## src/rtl/queen_pkg.sv

```systemverilog
// Shared types and constants for the 8-queens solution streamer.
package queen_pkg;

  localparam int unsigned N_ROWS = 8;
  localparam int unsigned ROW_W  = 8;

  typedef enum logic [0:0] {
    StIdle,
    StStream
  } state_e;

endpackage

```

## src/rtl/onehot_col_enc.sv

```systemverilog
// Converts one board row byte into a queen column index plus a not-one-hot flag.
module onehot_col_enc
  import queen_pkg::*;
(
  input  logic [ROW_W-1:0] row_i,
  output logic [2:0]       col_o,
  output logic             err_o
);

  // Ascending scan, so the highest set bit wins; bit 7 maps to column 0.
  always_comb begin
    col_o = 3'd0;
    for (int i = 0; i < ROW_W; i++) begin
      if (row_i[i]) col_o = 3'(ROW_W - 1 - i);
    end
  end

  assign err_o = (row_i == '0) | ((row_i & (row_i - 8'd1)) != '0);

endmodule

```

## src/rtl/solution_streamer.sv

```systemverilog
// Snapshots a completed 8-queens board on the solver READY rising edge and
// streams it downstream as eight row/column beats with valid/ready handshake.
module solution_streamer
  import queen_pkg::*;
#(
  parameter int unsigned CNT_W = 8
) (
  input  logic                    clk,
  input  logic                    rst,
  input  logic                    solver_ready,
  input  logic [N_ROWS*ROW_W-1:0] board_in,
  output logic                    m_valid,
  input  logic                    m_ready,
  output logic [2:0]              m_row,
  output logic [2:0]              m_col,
  output logic                    m_err,
  output logic                    m_last,
  output logic                    busy,
  output logic [CNT_W-1:0]        sol_count,
  output logic [CNT_W-1:0]        drop_count
);

  state_e                    state_q, state_d;
  logic                      rdy_q, rdy_d;
  logic [N_ROWS*ROW_W-1:0]   snap_q, snap_d;
  logic [2:0]                row_q, row_d;
  logic [CNT_W-1:0]          sol_q, sol_d;
  logic [CNT_W-1:0]          drop_q, drop_d;

  logic             capture;
  logic             accept;
  logic             last_row;
  logic [ROW_W-1:0] row_byte;
  logic [2:0]       enc_col;
  logic             enc_err;

  assign capture  = solver_ready & ~rdy_q;
  assign m_valid  = (state_q == StStream);
  assign accept   = m_valid & m_ready;
  assign last_row = (row_q == 3'(N_ROWS - 1));
  assign row_byte = snap_q[{row_q, 3'b000} +: ROW_W];

  onehot_col_enc u_enc (
    .row_i (row_byte),
    .col_o (enc_col),
    .err_o (enc_err)
  );

  always_comb begin
    state_d = state_q;
    rdy_d   = solver_ready;
    snap_d  = snap_q;
    row_d   = row_q;
    sol_d   = sol_q;
    drop_d  = drop_q;
    unique case (state_q)
      StIdle: begin
        if (capture) begin
          state_d = StStream;
          snap_d  = board_in;
          row_d   = '0;
        end
      end
      StStream: begin
        if (accept && last_row) begin
          sol_d = sol_q + CNT_W'(1);
          row_d = '0;
          // A fresh board arriving on the final accept is taken, not dropped.
          if (capture) snap_d = board_in;
          else         state_d = StIdle;
        end else begin
          if (accept) row_d = row_q + 3'd1;
          if (capture && (drop_q != '1)) drop_d = drop_q + CNT_W'(1);
        end
      end
      default: state_d = StIdle;
    endcase
  end

  always_ff @(posedge clk or posedge rst) begin
    if (rst) begin
      state_q <= StIdle;
      rdy_q   <= 1'b1;
      snap_q  <= '0;
      row_q   <= '0;
      sol_q   <= '0;
      drop_q  <= '0;
    end else begin
      state_q <= state_d;
      rdy_q   <= rdy_d;
      snap_q  <= snap_d;
      row_q   <= row_d;
      sol_q   <= sol_d;
      drop_q  <= drop_d;
    end
  end

  assign m_row      = row_q;
  assign m_col      = m_valid ? enc_col : 3'd0;
  assign m_err      = m_valid & enc_err;
  assign m_last     = m_valid & last_row;
  assign busy       = m_valid;
  assign sol_count  = sol_q;
  assign drop_count = drop_q;

endmodule

```

## config.mk

```make
export PLATFORM = sky130hd
export DESIGN_NAME = solution_streamer
export DESIGN_NICKNAME = d
export VERILOG_FILES = /design/src/rtl/queen_pkg.sv /design/src/rtl/onehot_col_enc.sv /design/src/rtl/solution_streamer.sv
export SDC_FILE = /design/constraint.sdc
export NUM_CORES = 1
export LEC_CHECK = 0
export ABC_AREA = 1
export ABC_CLOCK_PERIOD_IN_PS = 4800
export BUFFER_PORTS_ARGS = -buffer_cell sky130_fd_sc_hd__buf_4
export CAP_MARGIN = 25
export CORE_UTILIZATION = 40
export CTS_BUF_LIST = sky130_fd_sc_hd__clkbuf_2 sky130_fd_sc_hd__clkbuf_4 sky130_fd_sc_hd__clkbuf_8
export CTS_CLUSTER_SIZE = 8
export DETAILED_ROUTE_END_ITERATION = 12
export PLACE_DENSITY = 0.6
export SYNTH_ARGS = -nofsm -noshare
export SYNTH_HDL_FRONTEND = slang
export SYNTH_SLANG_ARGS = --single-unit
export TNS_END_PERCENT = 5
```

## constraint.sdc

```tcl
create_clock -name clk -period 4.8 [get_ports clk]
set_clock_uncertainty 0.15 [all_clocks]
set_input_delay 0.24 -clock clk [delete_from_list [all_inputs] [get_ports clk]]
set_output_delay 0.24 -clock clk [all_outputs]
set_load 0.05 [all_outputs]
```

# Word level (Yosys, flattened, before mapping)
# Index checks and enable logic that the tools add are counted.
# totals
reg_bits	85
latch_bits	0
ramBits	0
mem_bits_ro	0
inputBits	68
out_inout_bits	26
word_cells	51
memories	0
# op_classes
addsub	4
mul	0
div	0
order_cmp	0
eq_ne	5
shifts	1
mux	19
n_bitwise	9
reduce_logical	7
# ops
operator	count
64-bit two-way mux	2
64-bit one-hot mux with 2 select lines	1
64-bit by 7-bit indexed part select with 8-bit output	1
3-bit two-way mux	12
8-bit by 1-bit adder with 8-bit output (second input constant)	2
8-bit AND	1
8-bit zero test	1
8-bit inequality test (second input constant)	1
8-bit nonzero test	1
8-bit by 1-bit subtractor with 8-bit output (second input constant)	1
3-bit one-hot mux with 2 select lines	1
1-bit AND	4
2-bit AND reduction	2
3-bit by 1-bit adder with 3-bit output (second input constant)	1
3-bit == test (second input constant)	1
3-bit by 1-bit inequality test with 1-bit output (second input constant)	1
1-bit NOT	3
3-bit AND reduction	1
1-bit logical AND	2
1-bit two-way mux	2
2-bit by 1-bit inequality test with 1-bit output (second input constant)	1
2-bit inequality test (second input constant)	1
1-bit one-hot mux with 2 select lines	1
1-bit OR	1

# Depth between registers and ports, before layout
# logic_depth
ltp_word	10
ltp_mapped	14
mapped_depth_nobuf	12

# Hierarchy
# A second synthesis with hierarchy kept.
# hier_totals
hier_cells	584
area_unflattened_um2	4475.5
# modules_own_cells
module	n_inst	cells_each	area_each_um2
solution_streamer	1	549	4297.9
onehot_col_enc	1	35	177.7

# Least setup slack after synthesis
# No wires, ideal clock.
# synth_path
kind	reg2out
start	register row_q[0], in the netlist m_row[0]
end	output port m_col[2]
arrival_time_ns	2.593
required_time_ns	4.410
setup_slack_ns	1.817
path_stages_with_launch	8
path_buffers	1
cell_sequence	dfrtp_1 > inv_2 > buf_4 > o211ai_1 > nand2_1 > o21ai_2 > nand3_1 > nor3_1
# synth_via
elab_chain_len	10
# synth_lines
item	line_no	text
start, declared	solution_streamer.sv:26	logic [2:0] row_q, row_d;
start signal, assigned	solution_streamer.sv:92	row_q <= row_d;
64-bit by 7-bit indexed part select with 8-bit output (*)	solution_streamer.sv:41	assign row_byte = snap_q[{row_q, 3'b000} +: ROW_W];
3-bit two-way mux (7 in series)	onehot_col_enc.sv:14	if (row_i[i]) col_o = 3'(ROW_W - 1 - i);
3-bit two-way mux (*)	onehot_col_enc.sv:14	
3-bit two-way mux (*)	solution_streamer.sv:99	assign m_col = m_valid ? enc_col : 3'd0;
end, declared	solution_streamer.sv:15	output logic [2:0] m_col,
# Mark *: on every way between the ends. The rest lies on a longest branch, timed or not.

# Worst setup path after layout
# layout_path
start	register row_q[1], in the netlist m_row[1]
end	register snap_q[7]
# layout_via
elab_chain_len	3
# layout_lines
item	line_no	text
3-bit == test	solution_streamer.sv:40	assign last_row = (row_q == 3'(N_ROWS - 1));
1-bit logical AND	solution_streamer.sv:65	if (accept && last_row) begin
2-bit by 1-bit inequality test with 1-bit output (no line)	n/a	
end signal, assigned	solution_streamer.sv:91	snap_q <= snap_d;
end, declared	solution_streamer.sv:25	logic [N_ROWS*ROW_W-1:0] snap_q, snap_d;
# No other way between the ends.
# A chain may end at the register's enable or synchronous reset.

==> results.ini <==
[route]
vias_per_cell=4.70
num_vias=3712
wirelength_um=10100
first_pass_iters=4
drt-initial-drc-count=165
drtAntennaViolNets=0
drc_errors=0
routedWlPerCell_um=12.8

[worst_setup_path]
critPathCaptureType=flop
critPathRequiredTime_ns=4.88
arrival_ns=3.33
start_kind=flop
crit_path_max_fanout=75
worst-setup-path-type=reg2reg

[global_routing]
grt_first_pass_wirelength_um=17700
grt_antenna_before_repair=0
grt.total_usage=0.201
grt_max_degree=76
grt-ovfl-total=0
grt_pass1_vias=3802

[placement]
dp_hpwl_um=6790
port-buffer-count=93
dp.cells=718
place_ws_ns=1.55
globalplace.congestion=0.816

[clock_tree]
hold_buffers=56
clkTransAtPathRegs_ns=0.08
cts_max_level=3
cts.path.max_buffers=2
cts_resized=0
clk_latency_ns=0.35
numCtsBuffers=9
cts_tree=yes
clockRootBuffer=clkbuf_8
cts.sinks=85
post_cts_buffers=0

[logic_synthesis]
ys_ff_latch=85
syn_area_um2=4170
synthCells=513
synth_nets=585
synth.distinct_cells=26
synth_seq_area_share=0.511
avgSynthCellArea_um2=8.12
yosys_warnings=0

[floorplanning]
die_h_um=104
num_io_pins=94
initial_core_util=0.419
die_x_um=104
dieArea_um2=10800
core_area_um2=9950
num_rows=36

[final_layout]
final_nets=725
layout_commonest_cell=buf_4
antenna_cells=0
drive_gt1_frac=0.196
area_delta_synth_final_pct=36.9
fin_cells=790
layout_common_cells=buf_4, nand2_1, dfrtp_1
fill_cells=923

[timing]
finalHoldViolCount=0
whs_ns=0.00275
finalSetupViolCount=0
tightestPinTransition_ns=0.773
timing.fmax_ghz=0.307
rsz0062_at_grt=false
setup_tns_ns=0
maxSlewViolCount=0
period_needed_ns=3.25
fin_crit_sh=0.678
maxSlewHeadroom=0.485
worst_slack_ns=1.55

[pwr]
p_per_area_nw_per_um2=578
peakVddDrop_mv=0.334
p_leak_nw=2.97
finalPower_w=0.00330

[min_path]
worstHoldPathType=in2reg

[status]
status=completed

[flow_run]
maxCapViolCount=0

registers in the layout, summed over array words and instances (netlist names):
name / count
sol_count: 8
snap_q: 64
busy: 1
m_row: 3
rdy_q: 1
drop_count: 8
routing by layer:
layer,share of wire,up-vias,track usage
li1,-,1888,-
met5,0,-,0
met2,0.48,69,0.351
met3,0.027,9,0.0320
met4,0.0086,0,0.0490
met1,0.48,1746,0.259
Yosys cell counts:
| cell type | number | area [um^2] |
|---|---|---|
| nor2_1 | 75 | 282 |
| dfstp_2 | 1 | 26.3 |
| buf_2 | 16 | 80.1 |
| nand2_2 | 2 | 12.5 |
| buf_6 | 2 | 22.5 |
| nor2_4 | 1 | 11.3 |
| mux2_1 | 2 | 22.5 |
| xnor2_1 | 8 | 70.1 |
| nor3_1 | 2 | 10.0 |
| o211ai_1 | 4 | 30.0 |
| buf_4 | 6 | 45.0 |
| nand3_1 | 47 | 235 |
| inv_2 | 2 | 7.51 |
| inv_1 | 72 | 270 |
| nand2_1 | 94 | 353 |
| a21oi_1 | 60 | 300 |
| clkinv_1 | 1 | 3.75 |
| nor2_2 | 1 | 6.26 |
| dfrtp_1 | 84 | 2100 |
| nand4_1 | 4 | 25.0 |
| ha_1 | 4 | 50.1 |
| xor2_1 | 6 | 52.6 |
| o21ai_1 | 2 | 10.0 |
| mux2_2 | 8 | 90.1 |
| o21ai_0 | 8 | 40.0 |
| o21ai_2 | 1 | 8.76 |
layout make-up:
class | instances | area (um^2) | share of cell area
Inverter | 75 | 283 | 0.0496
Tap cell | 133 | 166 | 0.0292
Timing Repair Buffer | 153 | 1290 | 0.226
Clock buffer | 11 | 145 | 0.0254
Clock inverter | 4 | 72.6 | 0.0127
Multi-Input combinational cell | 329 | 1620 | 0.283
Sequential cell | 85 | 2130 | 0.373
worst paths after layout:
check,startpoint,to,slack (ns),cells past startpoint
max reg2reg,m_row[1],snap_q[7],1.55,9
max,m_row[1],snap_q[7],1.55,9
min,board_in[0],snap_q[0],0.003,3
min reg2reg,sol_count[7],sol_count[7],0.33,1
max in group asynchronous,rst,snap_q[5],3.06,4
min in group asynchronous,rst,snap_q[42],0.39,3
where the power goes:
group,switching (W),leakage [nW],internal (W),total (W)
Clock,0.000250,0.109,0.000310,0.000560
Sequential,0.000153,0.953,0.00101,0.00117
Combinational,0.00103,1.91,0.000539,0.00157
critical path, stage by stage, from the launching register on:
cell and delay, ns:
dfrtp_1 0.63, ha_1 0.32, ha_1 0.21, inv_1 0.08, nor2_2 0.07, nor2_1 0.15, inv_1 0.10, nand2_4 0.55
buf_4 0.50, mux2_1 0.36
metrics by stage:
step	util	instance area [um^2]
4_1_cts	0.572	5690
6_report	0.573	5700
2_1_floorplan	-	4170
5_1_grt	0.573	5700
3_5_place_dp	0.494	4910
3_3_place_gp	0.494	4910
kinds of logic after synthesis:
group,share of synthesized area
muxes,0.0270
xor gates and xnor gates,0.0294
and+or+nand+nor,0.224
buffers and inverters,0.103
AOI/OAI and AO/OA,0.0934
adders and majority gates,0.0120
DFF,0.511
No activity file was read; power rests on OpenSTA's default activity.
